--- src/rtl/mdu_defs_pkg.sv ---
// Shared definitions for the multiply/divide unit: opcode and FSM state encodings.
package mdu_defs_pkg;

  localparam int unsigned MDU_WIDTH_DEFAULT = 32;

  typedef enum logic {
    OP_MULT = 1'b0,
    OP_DIV  = 1'b1
  } op_e;

  typedef enum logic [2:0] {
    ST_IDLE,
    ST_MULT,
    ST_DIV,
    ST_DZERO,
    ST_FINISH
  } state_e;

  // One iteration per operand bit for both Booth and restoring division.
  function automatic int unsigned mdu_iter(input int unsigned width);
    return width;
  endfunction

endpackage

--- src/rtl/mdu_divider.sv ---
// Restoring divider on unsigned magnitudes: one quotient bit per enabled step.
module mdu_divider #(
  parameter int unsigned WIDTH = 32
) (
  input  logic             clk,
  input  logic             reset,
  input  logic             load,
  input  logic             step,
  input  logic [WIDTH-1:0] dividend,
  input  logic [WIDTH-1:0] divisor,
  output logic [WIDTH-1:0] quotient,
  output logic [WIDTH-1:0] remainder
);

  logic [WIDTH-1:0] dvs_q;
  logic [WIDTH-1:0] quo_q;
  logic [WIDTH-1:0] rem_q;
  logic [WIDTH:0]   shifted;
  logic [WIDTH+1:0] diff;

  // Partial remainder stays below the divisor, so WIDTH bits hold it; the
  // shifted trial value needs one more bit and the subtraction one more again.
  always_comb begin
    shifted = {rem_q, quo_q[WIDTH-1]};
    diff    = {1'b0, shifted} - {2'b00, dvs_q};
  end

  always_ff @(posedge clk or posedge reset) begin
    if (reset) begin
      dvs_q <= '0;
      quo_q <= '0;
      rem_q <= '0;
    end else if (load) begin
      dvs_q <= divisor;
      quo_q <= dividend;
      rem_q <= '0;
    end else if (step) begin
      quo_q <= {quo_q[WIDTH-2:0], ~diff[WIDTH+1]};
      rem_q <= diff[WIDTH+1] ? shifted[WIDTH-1:0] : diff[WIDTH-1:0];
    end
  end

  assign quotient  = quo_q;
  assign remainder = rem_q;

endmodule

--- src/rtl/mult_div_unit.sv ---
// Multicycle signed multiply (radix-2 Booth) / divide (restoring) unit with HI/LO.
// Optional MDU_UNSIGNED_EN enables multu/divu selection through the uns input.
module mult_div_unit
  import mdu_defs_pkg::*;
#(
  parameter int unsigned WIDTH = MDU_WIDTH_DEFAULT
) (
  input  logic             clk,
  input  logic             reset,
  input  logic             start,
  input  logic             op,
  input  logic             uns,
  input  logic [WIDTH-1:0] a_in,
  input  logic [WIDTH-1:0] b_in,
  output logic             busy,
  output logic             done,
  output logic             divZero,
  output logic [WIDTH-1:0] HI,
  output logic [WIDTH-1:0] LO
);

  localparam int unsigned ITER = mdu_iter(WIDTH);
  localparam int unsigned CW   = $clog2(ITER + 1);

  state_e state, state_next;

  logic [CW-1:0]    count;
  logic             iter_done;
  logic             load;
  logic [WIDTH-1:0] a_reg;
  logic             b_msb;
  logic             dz_reg;
  logic             signed_in;
  logic             signed_reg;

  // Booth accumulator: {acc_a, acc_q} plus the trailing q_prev bit.
  logic [WIDTH:0]   acc_a;
  logic [WIDTH-1:0] acc_q;
  logic             q_prev;
  logic [WIDTH+1:0] m_ext;
  logic [WIDTH+1:0] booth_sum;

  logic [WIDTH-1:0] div_quo;
  logic [WIDTH-1:0] div_rem;
  logic [WIDTH-1:0] res_hi;
  logic [WIDTH-1:0] res_lo;
  logic             res_we;

`ifdef MDU_UNSIGNED_EN
  assign signed_in = ~uns;

  always_ff @(posedge clk or posedge reset) begin
    if (reset) begin
      signed_reg <= 1'b1;
    end else if (load) begin
      signed_reg <= ~uns;
    end
  end
`else
  logic unused_uns;
  assign unused_uns = uns;
  assign signed_in  = 1'b1;
  assign signed_reg = 1'b1;
`endif

  function automatic logic [WIDTH-1:0] magnitude(input logic [WIDTH-1:0] x, input logic sgn);
    return (sgn && x[WIDTH-1]) ? (~x + 1'b1) : x;
  endfunction

  assign load      = (state == ST_IDLE) && start;
  assign iter_done = (count == CW'(ITER));

  always_ff @(posedge clk or posedge reset) begin
    if (reset) begin
      state <= ST_IDLE;
    end else begin
      state <= state_next;
    end
  end

  always_comb begin
    state_next = state;
    case (state)
      ST_IDLE: begin
        if (start) begin
          if (op_e'(op) == OP_DIV) begin
            state_next = (b_in == '0) ? ST_DZERO : ST_DIV;
          end else begin
            state_next = ST_MULT;
          end
        end
      end
      ST_MULT,
      ST_DIV:    if (iter_done) state_next = ST_FINISH;
      ST_DZERO:  state_next = ST_FINISH;
      ST_FINISH: state_next = ST_IDLE;
      default:   state_next = ST_IDLE;
    endcase
  end

  assign busy    = (state == ST_MULT) || (state == ST_DIV) || (state == ST_DZERO);
  assign done    = (state == ST_FINISH);
  assign divZero = done && dz_reg;

  always_ff @(posedge clk or posedge reset) begin
    if (reset) begin
      count  <= '0;
      a_reg  <= '0;
      b_msb  <= 1'b0;
      dz_reg <= 1'b0;
    end else if (load) begin
      count  <= '0;
      a_reg  <= a_in;
      b_msb  <= b_in[WIDTH-1];
      dz_reg <= (op_e'(op) == OP_DIV) && (b_in == '0);
    end else if ((state == ST_MULT || state == ST_DIV) && !iter_done) begin
      count <= count + CW'(1);
    end
  end

  // Sum is formed one bit wider than acc_a; after the arithmetic shift it fits again.
  always_comb begin
    m_ext = signed_reg ? {{2{a_reg[WIDTH-1]}}, a_reg} : {2'b00, a_reg};
    case ({acc_q[0], q_prev})
      2'b01:   booth_sum = {acc_a[WIDTH], acc_a} + m_ext;
      2'b10:   booth_sum = {acc_a[WIDTH], acc_a} - m_ext;
      default: booth_sum = {acc_a[WIDTH], acc_a};
    endcase
  end

  always_ff @(posedge clk or posedge reset) begin
    if (reset) begin
      acc_a  <= '0;
      acc_q  <= '0;
      q_prev <= 1'b0;
    end else if (load) begin
      acc_a  <= '0;
      acc_q  <= b_in;
      q_prev <= 1'b0;
    end else if (state == ST_MULT && !iter_done) begin
      acc_a  <= booth_sum[WIDTH+1:1];
      acc_q  <= {booth_sum[0], acc_q[WIDTH-1:1]};
      q_prev <= acc_q[0];
    end
  end

  mdu_divider #(
    .WIDTH(WIDTH)
  ) u_divider (
    .clk       (clk),
    .reset     (reset),
    .load      (load),
    .step      ((state == ST_DIV) && !iter_done),
    .dividend  (magnitude(a_in, signed_in)),
    .divisor   (magnitude(b_in, signed_in)),
    .quotient  (div_quo),
    .remainder (div_rem)
  );

  // Booth treats the multiplier as signed; an unsigned multiplier with its
  // top bit set is short by multiplicand * 2^WIDTH, restored into HI here.
  always_comb begin
    res_we = (state == ST_MULT || state == ST_DIV) && iter_done;
    if (state == ST_MULT) begin
      res_hi = acc_a[WIDTH-1:0] + ((!signed_reg && b_msb) ? a_reg : '0);
      res_lo = acc_q;
    end else begin
      res_hi = (signed_reg && a_reg[WIDTH-1]) ? (~div_rem + 1'b1) : div_rem;
      res_lo = (signed_reg && (a_reg[WIDTH-1] ^ b_msb)) ? (~div_quo + 1'b1) : div_quo;
    end
  end

  always_ff @(posedge clk or posedge reset) begin
    if (reset) begin
      HI <= '0;
      LO <= '0;
    end else if (res_we) begin
      HI <= res_hi;
      LO <= res_lo;
    end
  end

endmodule

--- config.mk ---
export PLATFORM = sky130hd
export DESIGN_NAME = mult_div_unit
export DESIGN_NICKNAME = d
export VERILOG_FILES = /design/src/rtl/mdu_defs_pkg.sv /design/src/rtl/mdu_divider.sv /design/src/rtl/mult_div_unit.sv
export SDC_FILE = /design/constraint.sdc
export NUM_CORES = 1
export LEC_CHECK = 0
export CAP_MARGIN = 20
export CELL_PAD_IN_SITES_DETAIL_PLACEMENT = 0
export CELL_PAD_IN_SITES_GLOBAL_PLACEMENT = 1
export CORE_ASPECT_RATIO = 1.5
export CORE_MARGIN = 4
export CORE_UTILIZATION = 40
export CTS_BUF_LIST = sky130_fd_sc_hd__clkbuf_2
export CTS_CLUSTER_SIZE = 28
export DETAILED_ROUTE_END_ITERATION = 7
export PLACE_DENSITY = 0.81
export SYNTH_ARGS = -nofsm -noshare
export SYNTH_HDL_FRONTEND = slang
export SYNTH_SLANG_ARGS = --single-unit
--- constraint.sdc ---
create_clock -name clk -period 11.55 [get_ports clk]
set_clock_uncertainty 0.1 [all_clocks]
set_input_delay 2.8875 -clock clk [delete_from_list [all_inputs] [get_ports clk]]
set_output_delay 2.8875 -clock clk [all_outputs]
set_load 0.02 [all_outputs]
; ---- After elaboration in Yosys (flattened, before gate mapping)
; Index checks and enable logic that the tools add are counted.
[classes]
add_sub_neg = 8
n_eq_ne = 9
mux = 25
n_bitwise = 6
n_reduce_logical = 19
[op_table]
columns = op, n
row1 = 32-bit two-way mux, 13
row2 = "32-bit by 1-bit adder with 32-bit output, second input constant", 4
row3 = 32-bit inverter, 4
row4 = 34-bit case mux with 2 select lines, 1
row5 = 33-bit by 32-bit subtractor with 34-bit output, 2
row6 = 33-bit two-way mux, 2
row7 = 33-bit by 32-bit adder with 34-bit output, 1
row8 = 32-bit logical NOT, 1
row9 = 6-bit two-way mux, 2
row10 = 3-bit case mux with 3 select lines, 1
row11 = 1-bit logical AND, 7
row12 = "6-bit by 1-bit adder with 6-bit output, second input constant", 1
row13 = "3-bit by 2-bit equality test with 1-bit output, second input constant", 2
row14 = "6-bit equality test, second input constant", 1
row15 = 3-bit two-way mux, 2
row16 = 2-bit nonzero test, 3
row17 = "2-bit != test, second input constant", 2
row18 = 2-bit AND reduction, 2
row19 = "3-bit by 1-bit equality test with 1-bit output, second input constant", 1
row20 = "3-bit equality test, second input constant", 1
row21 = 3-bit logical NOT, 1
row22 = 1-bit two-way mux, 3
row23 = 3-bit nonzero test, 1
row24 = "2-bit by 1-bit equality test with 1-bit output, second input constant", 1
row25 = 7 further kinds, 8
[totals]
regBits = 269
inputBits = 69
out_inout_bits = 67
wordCells = 81

; ---- Depth between registers and ports, before layout
[depth]
ltp_word = 5
mapped_depth = 18
depth_no_buf = 18

; ---- Cells and area by module
; Synthesis repeated with hierarchy kept, for this count alone.
[hier_totals]
cells_unflattened = 2242
area_unflattened_um2 = 18328.8
[modules_own_cells]
columns = mod, n_inst, cells_each, area_each_um2, seq_area_each_um2
row1 = mult_div_unit, 1, 1575, 12349.3, 4329.2
row2 = mdu_divider, 1, 667, 5979.5, 2402.3

; ---- Worst setup path before layout
; No wires, ideal clock.
[synth_timing]
kind = input to register
start = input a_in[1]
end = register u_divider.quo_q[30], in the netlist u_divider.quotient[30]
setup_time_ns = 0.082
arrival_ns = 5.390
required_ns = 11.368
slack_ns = 5.978
path_stages = 11
path_buffers = 0
path_cell_list = inv_1 -> ha_1 -> nand2_1 -> or3_1 -> or4_1 -> or3_1 -> or3_1 -> o41ai_2 -> xnor2_1 -> nor2_1 -> a31oi_1
[synth_between]
elab_chain_len = 4
[synth_rtl]
columns = element, line_no
row1 = from (decl), mult_div_unit.sv:13  ; input logic [WIDTH-1:0] a_in,
row2 = 32-bit inverter, mult_div_unit.sv:67  ; return (sgn && x[WIDTH-1]) ? (~x + 1'b1) : x;
row3 = 32-bit by 1-bit adder with 32-bit output, mult_div_unit.sv:67
row4 = 32-bit two-way mux, mult_div_unit.sv:67
row5 = 32-bit two-way mux, mdu_divider.sv:33  ; end else if (load) begin
row6 = to (signal assigned), mdu_divider.sv:35  ; quo_q <= dividend;
row7 = to (signal assigned), mdu_divider.sv:38  ; quo_q <= {quo_q[WIDTH-2:0], ~diff[WIDTH+1]};
row8 = to (decl), mdu_divider.sv:16  ; logic [WIDTH-1:0] quo_q;
; No other way between the ends.
; A chain may end at the register's enable or synchronous reset.

; ---- Worst setup path after layout
[layout_timing]
start = register state[1]
end = output divZero
[layout_between]
elab_chain_len = 2
[layout_rtl]
columns = element, line_no
row1 = from (decl), mult_div_unit.sv:25  ; state_e state, state_next;
row2 = from (signal assigned), mult_div_unit.sv:77  ; state <= state_next;
row3 = 3-bit equality test, mult_div_unit.sv:102  ; assign done = (state == ST_FINISH);
row4 = 1-bit logical AND, mult_div_unit.sv:103  ; assign divZero = done && dz_reg;
row5 = to (decl), mult_div_unit.sv:17  ; output logic divZero,
; No other way between the ends.

==> impl.org <==
** Critical path
- The worst setup path is of the flip-flop to output pin kind.
- The number of buffers and inverters on the critical path is 1.
- Counting buffers and inverters, the worst setup path is 3 cells deep.
- Kind of cell adding the most delay to the critical path :: simple AND/OR/NAND/NOR gates
- The critical path ends at divZero.
- Worst setup SP type :: flip-flop
- Data on the critical path arrives at its endpoint at 2.66 ns.
- The worst setup path is captured at an output pin.
- Data required, critical path :: 8.56 ns
- Critical path, cell by cell :: nor2_1 -> and3_1 -> clkdlybuf4s50_1
- The largest single stage delay on the critical path is 0.62 ns.
- The critical path starts at state[1]$_DFFE_PP0P_.
- In this run the critical register-to-register path is launched from a_reg[4]$_DFFE_PP0P_.
- The endpoint identified for the worst register-to-register timing path is acc_a[31]$_DFFE_PP0P_.
- For this design, the slowest cell found on the critical path is sky130_fd_sc_hd__clkdlybuf4s50_1.
- Register-to-Register Setup Slack :: 6.31 ns
- Measured in cells, the most critical reg-to-reg path has a length of 15.
- Of all nets on the critical path, the largest fanout is 6.

** Clocking
- Hold-fix buffers at CTS :: 0
- Clock transition at path regs :: 0.12 ns
- Once the clock tree was built, the resizer swapped 0 gates to a different size.
- TritonCTS built the clock tree.
- The tree is rooted in a sky130_fd_sc_hd__clkbuf_2.
- Setup fix buffers added after clock tree synthesis :: 0
- Number of buffers created by CTS :: 71
- Number of levels the H-tree was split into :: 3
- Clock latency on the worst-skew pair, taken at its later pin, is 0.94 ns.
- Clock tree synthesis found a total of 269 sinks.
- Buffer levels on the longest clock path :: 3

** Yosys
- Netlist area before placement :: 17900 µm²
- Number of different library cells in the post-synthesis netlist :: 70
- Synthesized area per cell :: 7.96 µm²
- Synthesized instance count :: 2245
- Synthesized netlist net count :: 2390
- For this run, the leading register cell type out of synthesis is sky130_fd_sc_hd__dfrtp_1.
- Post-synthesis sequential area ratio :: 0.377
- Yosys warning total :: 0
- Yosys mapped a number of flops with a built-in enable equal to 0.
- In the synthesized netlist the async set-or-reset flop fraction comes to 1.00.
- After synthesis the netlist holds a flip-flop and latch count of 269.

** Final layout
- acc_a holds more flip-flops than any other register.
- Measured on the finished design, the core utilization comes to 0.463.
- Highest-count cells in the layout ignoring fill and taps :: 438 x sky130_fd_sc_hd__nand2_1, 269 x sky130_fd_sc_hd__dfrtp_1, 238 x sky130_fd_sc_hd__o21ai_0
- Max reg flops :: 33
- Registers take 6730 µm².
- Number of nets at the end of the flow :: 2489
- After filler insertion, the fill cell instance count of the layout stands at 4523.
- The area growth from synthesis to layout is 13.8%.
- Leading cell type in the layout, fill and taps excluded :: sky130_fd_sc_hd__nand2_1
- Area of combinational cells with multiple inputs :: 10400 µm²
- Share of cells above drive strength 1 :: 0.0631

** Drt
- Vias per inst :: 5.48
- After detailed routing, the total wire length is 55.5 mm.
- Post-detailed-route wirelength per cell :: 18.7 µm
- DRC violation count after routing :: 0
- Antenna Nets Post-Route :: 0
- TritonRoute pass-1 iters :: 5
- Total via count in the routed design :: 16302
- For this block, the initial DRC count from the detailed router was 1225.

** GRT
- For this run, the total global-route usage over all layers was measured as 0.224.
- The initial antenna violation count was 6.
- Entering global routing, the biggest net connects 210 pins.
- Total gr overflow :: 0
- The first global-routing pass estimated 87.1 mm of wire.
- Via count of the first global-routing pass :: 15871

** STA
- Minimum clock period :: 5.65 ns
- Setup violation total in the final timing report :: 0
- Across all hold checks on the routed design, the worst slack comes to 0.385 ns.
- Fmax :: 177 MHz
- Post-route fraction of the period consumed by the critical path :: 0.489
- Unrepaired setup endpoints after global routing :: false
- Max_slew headroom :: 0.308
- For the pin with the worst max-slew slack, the measured transition is 1.04 ns.
- The count of endpoints failing hold in the final timing report was 0.
- After routing, the total negative slack on setup checks comes to 0 ns.
- Number of pins with negative max-slew slack in the final report :: 0

** Pwr
- For this design the static power due to leakage is 9.21 nW.
- The worst-case IR drop observed on VDD is 0.125 mV.
- Power density of the placed cells :: 331 nW/µm²

** Place
- Number of input and output port buffers inserted :: 134
- Routability Congestion :: 0.899
- Once detailed placement completed, the half-perimeter wirelength came to 40.9 mm.

** Floorplanning
- Area of the core :: 44000 µm²
- The floorplan step set the die width to 181 µm.
- Die Y-Extent :: 267 µm
- Floorplan die area :: 48200 µm²
- In this run the count of I/O pins placed on the die edge is 136.
- Starting utilization of the core area :: 0.406
- Row generation in the floorplan step produced 94 rows.

** Flow run
- Maxcap violations :: 0

** Hold path
- The startpoint identified for the worst hold timing path is HI[22]$_DFFE_PP0P_.
- The min-delay analysis places its worst path in the category flip-flop to flip-flop.

** Outcome
- Outcome :: finished, final reports clean
cells by family (layout without fill, tap and decap cells):
group	count (synthesis)	count (layout)	share of synthesized area
flops	269	269	0.377
fa+ha+maj	76	76	0.0540
mux	16	16	0.00903
other cells	0	6	0
buf+inv	194	342	0.0414
simple gates	853	853	0.210
compound gates	631	631	0.208
xor+xnor	206	206	0.101
area by class of cell:
cell class | instances | area share
clock inverter | 27 | 0.00941
antenna | 6 | 0.000738
clock buffer | 95 | 0.0234
timing repair buffer | 154 | 0.0745
multi-input combinational | 1782 | 0.513
inverter | 66 | 0.0125
sequential | 269 | 0.331
tap | 576 | 0.0354
worst register-to-register path, delay by kind of cell, from the launching register on:
family	cells	cell delay, ns
AOI/OAI and AO/OA	9	2.54
and+or+nand+nor	3	1.28
DFF	1	0.45
xor gates and xnor gates	2	0.41
adders and majority gates	1	0.33
through the flow:
stage	std cells	instance area (µm²)	total power [mW]	worst slack (ns)
final	2975	20300	6.73	5.90
after global routing	2975	20300	7.39	5.73
after CTS	2968	20300	6.78	5.80
after global placement	2846	19600	5.95	5.12
after floorplan	2245	17900	4.81	1.15
after detailed placement	2846	19600	6.02	5.06
worst min-delay path by stage:
stage	cells past startpoint	slack, ns	end
finish	2	0.38	HI[22]$_DFFE_PP0P_
global route	2	0.42	HI[18]$_DFFE_PP0P_
CTS	2	0.39	HI[7]$_DFFE_PP0P_
detailed placement	2	0.37	HI[7]$_DFFE_PP0P_
global placement	2	0.36	u_divider.dvs_q[4]$_DFFE_PP0P_
floorplan	2	0.34	dz_reg$_DFFE_PP0P_
metal layers:
metal / share of wire / vias up / global-route usage
met5: 0 / - / 0
met2: 0.48 / 446 / 0.368
li1: - / 8074 / -
met1: 0.41 / 7655 / 0.272
met4: 0.065 / 0 / 0.148
met3: 0.046 / 127 / 0.0361
Yosys cell counts (all sizes together) (48+ instances only):
cell type | number | share of area
nor2 | 165 | 0.035
a31oi | 48 | 0.017
dfrtp | 269 | 0.38
o21ai | 240 | 0.067
xnor2 | 108 | 0.053
ha | 74 | 0.052
xor2 | 98 | 0.048
nand2 | 439 | 0.092
clkbuf | 112 | 0.024
nand3 | 86 | 0.024
inv | 66 | 0.014
a21oi | 172 | 0.048
power by group:
group	switching [mW]	total, mW	internal [mW]	leakage [nW]
clock network	0.422	0.712	0.291	0.482
logic	2.51	4.18	1.67	5.27
registers	0.515	1.84	1.32	3.46
No activity file was read; power rests on OpenSTA's default activity.
